<file path="src/rtl/ms_pkg.sv">
// ms_pkg: shared types and defaults for the ms_arbiter slice (slave beat types,
// arbiter state encoding, default burst/timeout limits).
package ms_pkg;

  localparam int unsigned MS_ADDR_W        = 2;
  localparam int unsigned MS_DATA_W        = 8;
  localparam int unsigned MS_NUM_REQ_DEF   = 4;
  localparam int unsigned MS_MAX_BURST_DEF = 4;
  localparam int unsigned MS_TIMEOUT_DEF   = 16;

  typedef logic [MS_ADDR_W-1:0] ms_addr_t;
  typedef logic [MS_DATA_W-1:0] ms_data_t;

  // One beat as seen by the slave.
  typedef struct packed {
    ms_addr_t addr;
    ms_data_t data;
  } ms_beat_t;

  typedef enum logic {
    IDLE = 1'b0,
    BUSY = 1'b1
  } arb_state_e;

  // Index width for a requester count; never below one bit.
  function automatic int unsigned ms_idx_w(input int unsigned n);
    return (n > 1) ? $clog2(n) : 1;
  endfunction

endpackage

</file>
<file path="src/rtl/ms_arbiter_if.sv">
// ms_arbiter_if: requester bundle plus the shared slave beat port. 'slave' is the
// arbiter's view, 'master' the view of the masters and slave device around it.
interface ms_arbiter_if
  import ms_pkg::*;
#(
  parameter int unsigned NUM_REQ = MS_NUM_REQ_DEF
) ();

  logic [NUM_REQ-1:0]           req;
  logic [NUM_REQ*MS_ADDR_W-1:0] req_addr;
  logic [NUM_REQ*MS_DATA_W-1:0] req_data;
  logic [NUM_REQ-1:0]           gnt;
  logic [NUM_REQ-1:0]           ack;
  logic                         m_valid;
  ms_addr_t                     m_addr;
  ms_data_t                     m_data;
  logic                         s_ready;

`ifdef MS_ARB_TIMEOUT_EN
  logic                         err;

  modport master (
    output req, req_addr, req_data, s_ready,
    input  gnt, ack, m_valid, m_addr, m_data, err
  );

  modport slave (
    input  req, req_addr, req_data, s_ready,
    output gnt, ack, m_valid, m_addr, m_data, err
  );
`else
  modport master (
    output req, req_addr, req_data, s_ready,
    input  gnt, ack, m_valid, m_addr, m_data
  );

  modport slave (
    input  req, req_addr, req_data, s_ready,
    output gnt, ack, m_valid, m_addr, m_data
  );
`endif

endinterface

</file>
<file path="src/rtl/ms_arbiter_rr_pick.sv">
// rr_pick: combinational round-robin search; returns the first set request at or
// after i_ptr (wrapping modulo NUM_REQ).
module rr_pick
  import ms_pkg::*;
#(
  parameter  int unsigned NUM_REQ = MS_NUM_REQ_DEF,
  localparam int unsigned IW      = ms_idx_w(NUM_REQ)
) (
  input  logic [NUM_REQ-1:0] i_req,
  input  logic [IW-1:0]      i_ptr,
  output logic               o_valid,
  output logic [IW-1:0]      o_idx
);

  logic [IW-1:0] w_pos [NUM_REQ];

  // Candidate index at each search offset; ptr+g stays below 2*NUM_REQ.
  for (genvar g = 0; g < NUM_REQ; g++) begin : g_pos
    logic [IW:0] w_sum;
    assign w_sum    = {1'b0, i_ptr} + (IW+1)'(g);
    assign w_pos[g] = (w_sum >= (IW+1)'(NUM_REQ)) ? IW'(w_sum - (IW+1)'(NUM_REQ))
                                                  : IW'(w_sum);
  end

  // Scan from the farthest offset down so the nearest hit wins.
  always_comb begin
    o_valid = 1'b0;
    o_idx   = '0;
    for (int i = NUM_REQ - 1; i >= 0; i--) begin
      if (i_req[w_pos[i]]) begin
        o_valid = 1'b1;
        o_idx   = w_pos[i];
      end
    end
  end

endmodule

</file>
<file path="src/rtl/ms_arbiter.sv">
// ms_arbiter: round-robin arbiter sharing one slave beat port among NUM_REQ masters
// with bounded bursts. Optional stall timeout and err pulse under MS_ARB_TIMEOUT_EN.
module ms_arbiter
  import ms_pkg::*;
#(
  parameter int unsigned NUM_REQ   = MS_NUM_REQ_DEF,
  parameter int unsigned MAX_BURST = MS_MAX_BURST_DEF
`ifdef MS_ARB_TIMEOUT_EN
  ,
  parameter int unsigned TIMEOUT   = MS_TIMEOUT_DEF
`endif
) (
  input  logic         clk,
  input  logic         rstn,
  ms_arbiter_if.slave  bus
);

  localparam int unsigned IW = ms_idx_w(NUM_REQ);
  localparam int unsigned CW = $clog2(MAX_BURST + 1);

  arb_state_e          r_state;
  logic [IW-1:0]       r_owner;
  logic [IW-1:0]       r_ptr;
  logic [CW-1:0]       r_cnt;
  logic [NUM_REQ-1:0]  r_gnt;

  logic                w_pick_vld;
  logic [IW-1:0]       w_pick_idx;
  logic [IW-1:0]       w_pick_nxt;
  logic                w_busy;
  logic                w_own_req;
  logic                w_valid;
  logic                w_beat;
  logic                w_last;
  logic                w_tmo;
  logic                w_release;
  ms_beat_t            w_slot [NUM_REQ];
  ms_beat_t            w_out;

  rr_pick #(
    .NUM_REQ (NUM_REQ)
  ) u_rr_pick (
    .i_req   (bus.req),
    .i_ptr   (r_ptr),
    .o_valid (w_pick_vld),
    .o_idx   (w_pick_idx)
  );

  // Unpack the per-master address/data into beat slots.
  for (genvar g = 0; g < NUM_REQ; g++) begin : g_slot
    assign w_slot[g] = {bus.req_addr[g*MS_ADDR_W +: MS_ADDR_W],
                        bus.req_data[g*MS_DATA_W +: MS_DATA_W]};
  end

  assign w_busy     = (r_state == BUSY);
  assign w_own_req  = bus.req[r_owner];
  assign w_valid    = rstn & w_busy & w_own_req;
  assign w_beat     = w_valid & bus.s_ready;
  assign w_last     = (r_cnt == CW'(MAX_BURST - 1));
  assign w_release  = w_busy & ((w_beat & w_last) | ~w_own_req | w_tmo);
  assign w_pick_nxt = (w_pick_idx == IW'(NUM_REQ - 1)) ? '0 : w_pick_idx + IW'(1);
  assign w_out      = w_busy ? w_slot[r_owner] : '0;

  assign bus.gnt     = r_gnt;
  assign bus.ack     = w_beat ? (NUM_REQ'(1) << r_owner) : '0;
  assign bus.m_valid = w_valid;
  assign bus.m_addr  = w_out.addr;
  assign bus.m_data  = w_out.data;

`ifdef MS_ARB_TIMEOUT_EN
  localparam int unsigned SW = $clog2(TIMEOUT + 1);

  logic [SW-1:0] r_stall;
  logic          w_stall;

  assign w_stall = w_valid & ~bus.s_ready;
  assign w_tmo   = w_stall & (r_stall == SW'(TIMEOUT - 1));
  assign bus.err = w_tmo;

  // Consecutive-stall counter for the current owner.
  always_ff @(posedge clk) begin
    if (!rstn || !w_busy || w_beat || w_tmo) begin
      r_stall <= '0;
    end else if (w_stall) begin
      r_stall <= r_stall + SW'(1);
    end
  end
`else
  assign w_tmo = 1'b0;
`endif

  // Arbitration FSM: grant in IDLE, count beats and release in BUSY.
  always_ff @(posedge clk) begin
    if (!rstn) begin
      r_state <= IDLE;
      r_owner <= '0;
      r_ptr   <= '0;
      r_cnt   <= '0;
      r_gnt   <= '0;
    end else begin
      case (r_state)
        IDLE: begin
          if (w_pick_vld) begin
            r_state <= BUSY;
            r_owner <= w_pick_idx;
            r_ptr   <= w_pick_nxt;
            r_cnt   <= '0;
            r_gnt   <= NUM_REQ'(1) << w_pick_idx;
          end
        end
        BUSY: begin
          if (w_beat) begin
            r_cnt <= r_cnt + CW'(1);
          end
          if (w_release) begin
            r_state <= IDLE;
            r_cnt   <= '0;
            r_gnt   <= '0;
          end
        end
        default: begin
          r_state <= IDLE;
          r_gnt   <= '0;
        end
      endcase
    end
  end

endmodule
</file>
<file path="src/flat_wrapper.sv">
// flat-port wrapper written by rule: the top's interface ports become plain ports
module ms_arbiter_flat import ms_pkg::*;
#(
  parameter int unsigned NUM_REQ   = MS_NUM_REQ_DEF,
  parameter int unsigned MAX_BURST = MS_MAX_BURST_DEF

)
  (clk, rstn, bus_req, bus_req_addr, bus_req_data, bus_s_ready, bus_gnt, bus_ack, bus_m_valid, bus_m_addr, bus_m_data);
  ms_arbiter_if #(.NUM_REQ(NUM_REQ)) bus_i ();
  input  logic clk;
  input  logic rstn;
  input wire logic [$bits(bus_i.req)-1:0] bus_req;
  input wire logic [$bits(bus_i.req_addr)-1:0] bus_req_addr;
  input wire logic [$bits(bus_i.req_data)-1:0] bus_req_data;
  input wire logic [$bits(bus_i.s_ready)-1:0] bus_s_ready;
  output wire logic [$bits(bus_i.gnt)-1:0] bus_gnt;
  output wire logic [$bits(bus_i.ack)-1:0] bus_ack;
  output wire logic [$bits(bus_i.m_valid)-1:0] bus_m_valid;
  output wire logic [$bits(bus_i.m_addr)-1:0] bus_m_addr;
  output wire logic [$bits(bus_i.m_data)-1:0] bus_m_data;
  assign bus_i.req = bus_req;
  assign bus_i.req_addr = bus_req_addr;
  assign bus_i.req_data = bus_req_data;
  assign bus_i.s_ready = bus_s_ready;
  assign bus_gnt = bus_i.gnt;
  assign bus_ack = bus_i.ack;
  assign bus_m_valid = bus_i.m_valid;
  assign bus_m_addr = bus_i.m_addr;
  assign bus_m_data = bus_i.m_data;
  ms_arbiter #(.NUM_REQ(NUM_REQ), .MAX_BURST(MAX_BURST)) u_core (.clk(clk), .rstn(rstn), .bus(bus_i));
endmodule
</file>
<file path="config.mk">
export PLATFORM = sky130hd
export DESIGN_NAME = ms_arbiter_flat
export DESIGN_NICKNAME = d
export VERILOG_FILES = /design/src/rtl/ms_pkg.sv /design/src/rtl/ms_arbiter_if.sv /design/src/rtl/ms_arbiter_rr_pick.sv /design/src/rtl/ms_arbiter.sv /design/src/flat_wrapper.sv
export SDC_FILE = /design/constraint.sdc
export NUM_CORES = 1
export LEC_CHECK = 0
export CORE_UTILIZATION = 30
export CTS_CLUSTER_DIAMETER = 40
export DETAILED_ROUTE_END_ITERATION = 6
export PLACE_DENSITY = 0.79
export SLEW_MARGIN = 40
export SYNTH_ARGS = -nofsm -noshare
export SYNTH_HDL_FRONTEND = slang
export SYNTH_SLANG_ARGS = --single-unit
</file>
<file path="constraint.sdc">
create_clock -name clk -period 2.2 [get_ports clk]
set_clock_uncertainty 0.05 [all_clocks]
set_input_delay 0.44 -clock clk [delete_from_list [all_inputs] [get_ports clk]]
set_output_delay 0.44 -clock clk [all_outputs]
set_load 0.005 [all_outputs]
</file>
==> results of run 1 <==
-- timing repair --
| item | in CTS | in global routing |
|---|---|---|
| buffers inserted | 1 | 1 |
| resized for setup | 27 | 15 |
| pin swaps | 8 | 3 |
| setup endpoints to repair | 15 | 11 |
| gates cloned | 0 | 1 |
-- layer usage --
metal,part of all wire [%],vias to the layer above
li1,-,583
met1,39,560
met2,54,52
met3,7.1,2
met4,0.36,0
met5,0,-
-- path summary, 6_finish.rpt --
kind	from	endpoint	slack, ns	depth (start not counted)
worst max-delay path	bus_req_data[27]	bus_m_data[3]	0.05	4
worst min-delay path	u_core.bus.gnt[0]$_SDFFE_PN0P_	u_core.bus.gnt[0]$_SDFFE_PN0P_	0.43	2
worst max register to register	u_core.r_owner[0]$_SDFFE_PN0P_	u_core.bus.gnt[1]$_SDFFE_PN0P_	0.47	6
worst min register to register	u_core.bus.gnt[0]$_SDFFE_PN0P_	u_core.bus.gnt[0]$_SDFFE_PN0P_	0.43	2
-- stage by stage --
| step | hold slack [ns] | setup WS [ns] | instances |
|---|---|---|---|
| floorplan | 0.378 | 0.426 | 114 |
| global placement | 0.394 | -0.267 | 234 |
| detailed placement | 0.419 | -0.272 | 234 |
| CTS | 0.432 | 0.00161 | 239 |
| global route | 0.451 | 0.00750 | 241 |
| finish | 0.427 | 0.0476 | 241 |
-- final cells by class --
type                            count  area [um2]  share of cell area (%)
Timing Repair Buffer               84         812                    41.2
Multi-Input combinational cell     89         795                    40.3
Sequential cell                    12         248                    12.6
Tap cell                           46        57.6                    2.92
Clock buffer                        4        36.3                    1.84
Inverter                            6        22.5                    1.14
-- registers in the layout, summed over array words and instances, names as in the netlist --
name and count:
u_core.r_owner 2, u_core.r_state 1, u_core.r_cnt 3, u_core.r_ptr 2, u_core.bus.gnt 4
-- cell usage after synthesis --
cell	n	area, um2
o221ai_1	1	8.76
and2_1	11	68.8
nor3_1	2	10.0
nor2b_1	3	18.8
a21boi_0	1	7.51
o21a_1	2	15.0
inv_1	6	22.5
o22ai_1	5	31.3
nand2_1	14	52.6
buf_6	1	11.3
a41o_1	1	10.0
o211a_1	2	20.0
and2b_1	3	22.5
buf_2	1	5.00
nand3_1	2	10.0
mux4_2	11	248
buf_4	1	7.51
a22oi_2	1	12.5
o22a_1	1	8.76
or2_2	1	6.26
ha_1	6	75.1
nor4_2	1	12.5
a21boi_1	4	30.0
nand2b_1	1	6.26
mux2_4	2	30.0
clkbuf_1	4	15.0
or3_4	1	11.3
nor2_1	4	15.0
dfxtp_1	12	240
o221a_2	1	11.3
o21ai_0	5	25.0
a21oi_1	3	15.0
-- power by group --
part | switching (W) | leakage (nW) | total [W] | internal, W
logic | 0.000156 | 0.699 | 0.000447 | 0.000291
registers | 0.0000232 | 0.0997 | 0.000264 | 0.000241
clock network | 0.0000788 | 0.0210 | 0.000179 | 0.000101
-- logic make-up (layout without fill, tap and decap cells) --
| family | count (synthesis) | in the layout | share of synthesized area, % |
|---|---|---|---|
| AO/OA/AOI/OAI | 27 | 27 | 18.0 |
| adder cells (fa/ha/maj) | 6 | 6 | 6.93 |
| buffers and inverters | 13 | 94 | 5.66 |
| flip-flops | 12 | 12 | 22.2 |
| multiplexers | 13 | 13 | 25.6 |
| AND/OR/NAND/NOR | 43 | 43 | 21.6 |
-- worst max-delay path, delay by kind of cell --
kind                   cells  cell delay, ns
buffers and inverters      2            0.60
muxes                      1            0.47
and+or+nand+nor            1            0.15
==> reports/metrics.cfg, run 1 <==
[status]
run_status=finished, final reports clean

[finish]
final_design_area_excluding_fillers_um2=1970
antenna_cells=0
utilization_pct=58.1
areaGrowthSynthToFinish_pct=81.9
fillers=296
most_common_cell_after_layout_fill_and_taps_aside=clkdlybuf4s50_1
num-nets-final=249
mostFrequentLayoutCells=clkdlybuf4s50_1, buf_4, nand2_1, dlygate4sd2_1, mux4_2
post_route_cells_drive_above_1_share_pct=24.6

[sta]
timing.final.crit_share_pct=97.8
setup_violations=0
fmaxAchievable_mhz=465
worst_slew_margin_rel_pct=64.3
setup_total_negative_slack_ns=0
worst_slew_pin_slew_ns=0.534
report.final.hold_viol_count=0
final.min_clock_period_ns=2.15
slew_violations=0
rsz0062_at_grt=false

[cts]
clockRootBuffer=clkbuf_4
clock_tree.buffer_depth=2
tritoncts=done
clock_sinks=12
clock_insertion_delay_at_the_later_pin_of_the_skew_report_ns=0.27
tritoncts.num_buffers=3
clock_pin_slew_on_the_worst_setup_and_hold_paths_ns=0.08
hold_buffers=0
cts.htree.levels=1

[critical_path]
signal_arrival_time_at_the_worst_endpoint_ns=1.66
crit_path_start_kind=input port
cp.required_ns=1.71
critical-path-max-stage-delay_ns=0.47
cp_max_fo=1
end_kind=output pin
critical-path-slowest-cell=mux4_2
crit_chain=clkdlybuf4s50_1 -> mux4_2 -> and2_1 -> clkdlybuf4s15_1
timing_worst_setup_path_type=in -> out

[die]
fp.coreArea_um2=3390
placement_rows=21
io-pin-count=66
initial_utilization_pct=32.0
die-area_um2=3860
die_height_um=62.1
dieWidth_um=62.1

[synthesis]
synth.yosys.warnings=0
syn_nets=167
netlist-cell-type-count=32
syn_area_per_cell_um2=9.50
netlist_instances=114
synth-seq-cells=12
synth-seq-area-share_pct=22.2
synth_area_um2=1080

[detailed_routing]
drtPass1Iterations=4
drt_antenna_net_count=0
dr.first_iter.drc_count=64
vias_per_cell=4.97
remaining_drc_errors=0
num_vias=1197
wl_um=3320
detail_route.wl_per_cell_um=13.8

[pwr]
static-leakage-power_nw=0.820
p_total_w=0.000890
ir_drop_mv=0.328
power_density_nw_per_um2=452

[global_route]
grtUsageMet1_pct=19.7
first_global_vias=1253
grtUsageTotal_pct=18.0
use_met2_pct=34.9
grt_first_pass_wirelength_um=5620
grt_start_max_net_pins=16
antenna_found_initial=0
gr-total-overflow=0
layer_carrying_the_most_global_route_usage=met2
use_met3_pct=3.31

[placement]
place.port_buffers=65
placement.cell_area_um2=1890
place_congestion=0.762
place.detailed.hpwl_um=2740

[run]
max_cap_violations=0

[hold_path]
timing.hold.worst.class=reg -> reg

Power figures use the tool's default switching activity.
==> run 2, diff against run 1 <==
--- a/config.mk
+++ b/config.mk
@@ -5,10 +5,12 @@
 export SDC_FILE = /design/constraint.sdc
 export NUM_CORES = 1
 export LEC_CHECK = 0
+export ABC_AREA = 1
+export ABC_CLOCK_PERIOD_IN_PS = 2200
 export CORE_UTILIZATION = 30
 export CTS_CLUSTER_DIAMETER = 40
 export DETAILED_ROUTE_END_ITERATION = 6
-export PLACE_DENSITY = 0.79
+export PLACE_DENSITY = 0.78
 export SLEW_MARGIN = 40
 export SYNTH_ARGS = -nofsm -noshare
 export SYNTH_HDL_FRONTEND = slang
==> run 2 against run 1 <==
- utilization rose by 1.1 points
- total power rose by 150%
- setup slack improved by 0.060 ns
- largest power group unchanged
==> reports/metrics.cfg, run 2 <==
[global_route]
grt_first_pass_wirelength_um=6420
first_global_vias=1449
gr-total-overflow=0
grt_start_max_net_pins=14
antenna_found_initial=0
grtUsageTotal_pct=19.8

[synthesis]
synth-seq-area-share_pct=21.5
netlist-cell-type-count=24
synth-seq-cells=12
netlist_instances=181
synth_top_area_share_pct=21.5
post-synth-top-count-cell=nand2_1
asyncSetResetFlopFracSynth_pct=0
synth_area_um2=1120
ys.flop_type=dfxtp_1
synth.yosys.warnings=0
number_of_synthesized_flops_with_an_enable_pin=0
post_synth_main_area_contributors=dfxtp_1, nand3_1, nand2_1
syn_area_per_cell_um2=6.17
synth_top_cell_by_area=dfxtp_1
syn_nets=234
netlist_top_cells_count=nand2_1, nand3_1, inv_1

[hold_path]
min_from=u_core.bus.gnt[0]$_SDFFE_PN0P_
min_path_cells=2
hold_path_end=u_core.bus.gnt[0]$_SDFFE_PN0P_
timing.hold.worst.class=reg -> reg

[sta]
setup_total_negative_slack_ns=0
report.final.hold_viol_count=0
slew_violations=0
timing.final.ws_setup_ns=0.108
final.min_clock_period_ns=2.09
worst_slew_margin_rel_pct=73.6
fmaxAchievable_mhz=478
worst_slew_pin_slew_ns=0.395
setup_violations=0
rsz0062_at_grt=false
timing.final.crit_share_pct=95.1

[die]
die-area_um2=3970
dieWidth_um=63.0
fp.coreArea_um2=3440
io-pin-count=66
die_height_um=63.0
initial_utilization_pct=32.4
placement_rows=21

[status]
run_status=finished, final reports clean

[critical_path]
signal_arrival_time_at_the_worst_endpoint_ns=1.60
cp_max_fo=4
critical-path-max-stage-delay_ns=0.47
crit_path_start_kind=input port
worstRegToRegCells=14
critical-path-slowest-cell=clkdlybuf4s50_1
crit_chain=clkdlybuf4s50_1 -> nand2_1 -> a21oi_2 -> nand2_2 -> nor3_2 -> buf_2
worst_r2r_startpoint=u_core.r_ptr[0]$_SDFFE_PN0P_
r2r_slack_ns=0.26
worst_r2r_endpoint=u_core.r_ptr[0]$_SDFFE_PN0P_
cp.required_ns=1.71
end_kind=output pin
timing_worst_setup_path_type=in -> out

[detailed_routing]
vias_per_cell=4.95
dr.first_iter.drc_count=53
detail_route.wl_per_cell_um=12.4
num_vias=1549
drt_antenna_net_count=0
remaining_drc_errors=0
drtPass1Iterations=4
wl_um=3880

[cts]
clock_tree.buffer_depth=2
clockRootBuffer=clkbuf_8
clock_sinks=12
cts.htree.levels=1
clock_insertion_delay_at_the_later_pin_of_the_skew_report_ns=0.24
hold_buffers=0
tritoncts.num_buffers=3
tritoncts=done
post-cts-setup-buffer-count=0
clock_pin_slew_on_the_worst_setup_and_hold_paths_ns=0.05

[finish]
largest_register_ffs=4
mostFrequentLayoutCells=clkdlybuf4s50_1, nand2_1, nand3_1, buf_4, inv_1
areaGrowthSynthToFinish_pct=82.8
antenna_cells=0
utilization_pct=59.3
num-nets-final=322
post_route_cells_drive_above_1_share_pct=20.2
most_common_cell_after_layout_fill_and_taps_aside=clkdlybuf4s50_1

[pwr]
p_total_w=0.00221
share_seq_of_total_power_pct=17.3
static-leakage-power_nw=0.943
power.share.switching_pct=45.7
power.share.clock_pct=8.9
net-switching-power_w=0.00101
internal_power_of_the_cells_w=0.00120
ir_drop_mv=0.750
power_density_nw_per_um2=1080
combPwrFrac_pct=73.8

[run]
max_cap_violations=0

[placement]
place.detailed.hpwl_um=3130
placement.setup.worst_slack_ns=-0.464
place_congestion=0.789
place.port_buffers=65

run 2: cell types whose count changed in the layout (fill, tap and decap cells not counted), sizes merged, moves of 10 or more:
cell	delta
nand3	+33
nand2	+29
buf	+12
inv	+12
and2	-11
mux4	-11
a31oi	+10
clkdlybuf4s15	-10
run 2: kinds of logic after synthesis:
kind of cell	after synthesis	synth area share [%]
XOR/XNOR	2	1.57
adder cells (fa/ha/maj)	6	6.73
AO/OA/AOI/OAI	41	22.3
buffers and inverters	28	11.0
AND/OR/NAND/NOR	92	36.9
flip-flops	12	21.5
run 2: cell type report:
cell class / instances / area [um2]
multi-input combinational: 141 / 796
fill: 337 / 1400
clock buffer: 3 / 41.3
timing repair buffer: 92 / 833
sequential: 12 / 241
inverter: 19 / 71.3
tap: 46 / 57.6
run 2: power groups by stage:
stage / clock network [W] / registers, W / logic, W
after floorplan: 0 / 0.000342 / 0.000932
after global placement: 0 / 0.000374 / 0.00158
after detailed placement: 0 / 0.000376 / 0.00162
after CTS: 0.000201 / 0.000378 / 0.00161
after global routing: 0.000218 / 0.000396 / 0.00180
final: 0.000196 / 0.000383 / 0.00163
run 2: critical path, delay by kind of cell:
family          cells  cell delay [ns]
buf+inv             2             0.60
compound gates      1             0.15
simple gates        3             0.40
run 2: how the worst max path moves through the flow:
stage	start	to
2_1_floorplan	bus_req[3]	u_core.r_ptr[0]$_SDFFE_PN0P_
3_3_place_gp	bus_req[3]	bus_ack[1]
3_5_place_dp	bus_req[3]	bus_ack[1]
4_1_cts	bus_req[1]	bus_ack[0]
5_1_grt	u_core.r_owner[0]$_SDFFE_PN0P_	bus_m_data[2]
6_report	rstn	bus_ack[0]
run 2: stage by stage:
| step | area [um2] | hold WS [ns] | cells |
|---|---|---|---|
| 3_5_place_dp | 1980 | 0.427 | 310 |
| 5_1_grt | 2040 | 0.455 | 313 |
| 3_3_place_gp | 1980 | 0.422 | 310 |
| 4_1_cts | 2020 | 0.441 | 313 |
| 6_report | 2040 | 0.434 | 313 |
| 2_1_floorplan | 1120 | 0.411 | 181 |
run 2: repair_timing:
item / CTS / global route
gates cloned: 0 / 0
pin swaps: 2 / 6
resized for setup: 33 / 15
setup endpoints to repair: 22 / 17
run 2: routing by layer:
layer  track usage (%)  up-vias  share of wire [%]
met5                 0        -                  0
met4              4.65        0                1.1
met3              4.74        6                8.0
met2              36.0       57                 48
met1              23.0      689                 42
li1                  -      797                  -
==> run 3, diff against run 2 <==
--- a/config.mk
+++ b/config.mk
@@ -5,12 +5,11 @@
 export SDC_FILE = /design/constraint.sdc
 export NUM_CORES = 1
 export LEC_CHECK = 0
-export ABC_AREA = 1
-export ABC_CLOCK_PERIOD_IN_PS = 2200
+export ABC_CLOCK_PERIOD_IN_PS = 2300
 export CORE_UTILIZATION = 30
-export CTS_CLUSTER_DIAMETER = 40
+export CTS_CLUSTER_DIAMETER = 100
 export DETAILED_ROUTE_END_ITERATION = 6
-export PLACE_DENSITY = 0.78
+export PLACE_DENSITY = 0.79
 export SLEW_MARGIN = 40
 export SYNTH_ARGS = -nofsm -noshare
 export SYNTH_HDL_FRONTEND = slang
==> constraint.sdc (replaced) <==
create_clock -name clk -period 2.3 [get_ports clk]
set_clock_uncertainty 0.05 [all_clocks]
set_input_delay 0.46 -clock clk [delete_from_list [all_inputs] [get_ports clk]]
set_output_delay 0.46 -clock clk [all_outputs]
set_load 0.005 [all_outputs]
==> run 3 against run 2 <==
- final cell count shrank 25%
- clock power shrank 33%
- global-route usage shrank 1.2 points
- critical path depth shrank 2
- routed wire length shrank 14%
- hold slack gained 0.00068 ns
- combinational power shrank 76%
- first-iteration DRC count shrank 1.9%
- utilization shrank 3.5 points
- setup slack lost 0.070 ns
- total power shrank 65%
- critical endpoint is now bus_m_data[3]
- largest power group unchanged
- highest routed layer unchanged
==> reports/metrics.cfg, run 3 (synthesis gave the netlist of run 1 again) <==
[status]
run_status=finished, final reports clean

[finish]
areaGrowthSynthToFinish_pct=74.5
antenna_cells=0
num-nets-final=245
most_common_cell_after_layout_fill_and_taps_aside=clkdlybuf4s50_1
largest_register_ffs=4
mostFrequentLayoutCells=clkdlybuf4s50_1, dlygate4sd2_1, nand2_1, buf_4
post_route_cells_drive_above_1_share_pct=20.0

[cts]
clockRootBuffer=clkbuf_4
clock_tree.buffer_depth=2
post-cts-setup-buffer-count=0
clock_sinks=12
clock_insertion_delay_at_the_later_pin_of_the_skew_report_ns=0.27
tritoncts.num_buffers=3
hold_buffers=0
clock_pin_slew_on_the_worst_setup_and_hold_paths_ns=0.07
tritoncts=done
cts.htree.levels=1

[detailed_routing]
num_vias=1203
dr.first_iter.drc_count=52
drtPass1Iterations=4
wl_um=3340
drt_antenna_net_count=0
vias_per_cell=5.10
detail_route.wl_per_cell_um=14.1
remaining_drc_errors=0

[sta]
worst_slew_pin_slew_ns=0.552
timing.final.crit_share_pct=98.4
fmaxAchievable_mhz=442
report.final.hold_viol_count=0
worst_slew_margin_rel_pct=63.0
setup_violations=0
final.min_clock_period_ns=2.26
slew_violations=0
setup_total_negative_slack_ns=0
rsz0062_at_grt=false
timing.final.ws_setup_ns=0.0379

[die]
initial_utilization_pct=32.0
io-pin-count=66
dieWidth_um=62.1
die-area_um2=3860
die_height_um=62.1
fp.coreArea_um2=3390
placement_rows=21

[global_route]
grt_start_max_net_pins=16
antenna_found_initial=0
grtUsageTotal_pct=18.6
gr-total-overflow=0
grt_first_pass_wirelength_um=5690
first_global_vias=1243

[critical_path]
cp.required_ns=1.79
signal_arrival_time_at_the_worst_endpoint_ns=1.75
timing_worst_setup_path_type=in -> out
crit_path_start_kind=input port
cp_max_fo=1
end_kind=output pin

[placement]
place_congestion=0.763
placement.setup.worst_slack_ns=-0.213
place.detailed.hpwl_um=2770
place.port_buffers=65

[pwr]
ir_drop_mv=0.305
static-leakage-power_nw=0.812
power_density_nw_per_um2=412

[run]
max_cap_violations=0

[hold_path]
timing.hold.worst.class=reg -> reg

-- run 3: changes by cell type in the layout (fill, tap and decap cells not counted), sizes merged, moves of 4 or more --
cell         previous run  this run
a21oi                  12         3
a22oi                  10         1
nand2                  43        14
nor2                   10         4
and2                    0        11
o22ai                   0         5
dlygate4sd2            11        15
inv                    18         6
mux4                    0        11
a31oi                  10         0
nand3                  35         2
buf                    30        15
a21boi                  0         5
-- run 3: timing repair --
item / 4_1_cts / 5_1_grt
setup endpoints to repair: 15 / 3
pin swaps: 1 / 1
resized for setup: 18 / 3
-- run 3: worst paths after layout --
| check | from | to | slack, ns | cells past startpoint |
|---|---|---|---|---|
| setup / recovery | bus_req_data[27] | bus_m_data[3] | 0.04 | 4 |
| hold / removal | u_core.bus.gnt[0]$_SDFFE_PN0P_ | u_core.bus.gnt[0]$_SDFFE_PN0P_ | 0.43 | 2 |
| setup reg to reg | u_core.r_owner[0]$_SDFFE_PN0P_ | u_core.bus.gnt[3]$_SDFFE_PN0P_ | 0.68 | 5 |
| hold reg to reg | u_core.bus.gnt[0]$_SDFFE_PN0P_ | u_core.bus.gnt[0]$_SDFFE_PN0P_ | 0.43 | 2 |
-- run 3: power by group --
| part | internal [W] | switching, W |
|---|---|---|
| sequential | 0.000230 | 0.0000195 |
| clock | 0.0000606 | 0.0000706 |
| combinational | 0.000252 | 0.000146 |
-- run 3: critical path, stage by stage --
cell             delay [ns]
clkdlybuf4s50_1        0.41
mux4_2                 0.47
and2_1                 0.16
dlygate4sd2_1          0.25
-- run 3: metal layers --
| metal | track usage (%) | part of all wire (%) |
|---|---|---|
| met2 | 34.6 | 51 |
| met1 | 20.1 | 40 |
| met5 | 0 | 0 |
| met4 | 6.98 | 2.0 |
| met3 | 4.41 | 7.4 |
-- run 3: final cells by class --
type                       count  area (um2)
multi-input combinational     89         785
sequential                    12         241
clock buffer                   3        22.5
timing repair buffer          80         762
fill                         303        1500
inverter                       6        22.5
tap                           46        57.6
-- run 3: metrics by stage --
step | total power [W] | std cells | hold WS (ns) | utilization (%) | area [um2]
after floorplan | 0.000457 | 114 | 0.378 | - | 1080
after detailed placement | 0.000670 | 233 | 0.419 | 55.4 | 1880
after global placement | 0.000653 | 233 | 0.394 | 55.4 | 1880
after global routing | 0.000828 | 236 | 0.451 | 55.8 | 1890
final | 0.000778 | 236 | 0.434 | 55.8 | 1890
after CTS | 0.000783 | 236 | 0.431 | 55.6 | 1880
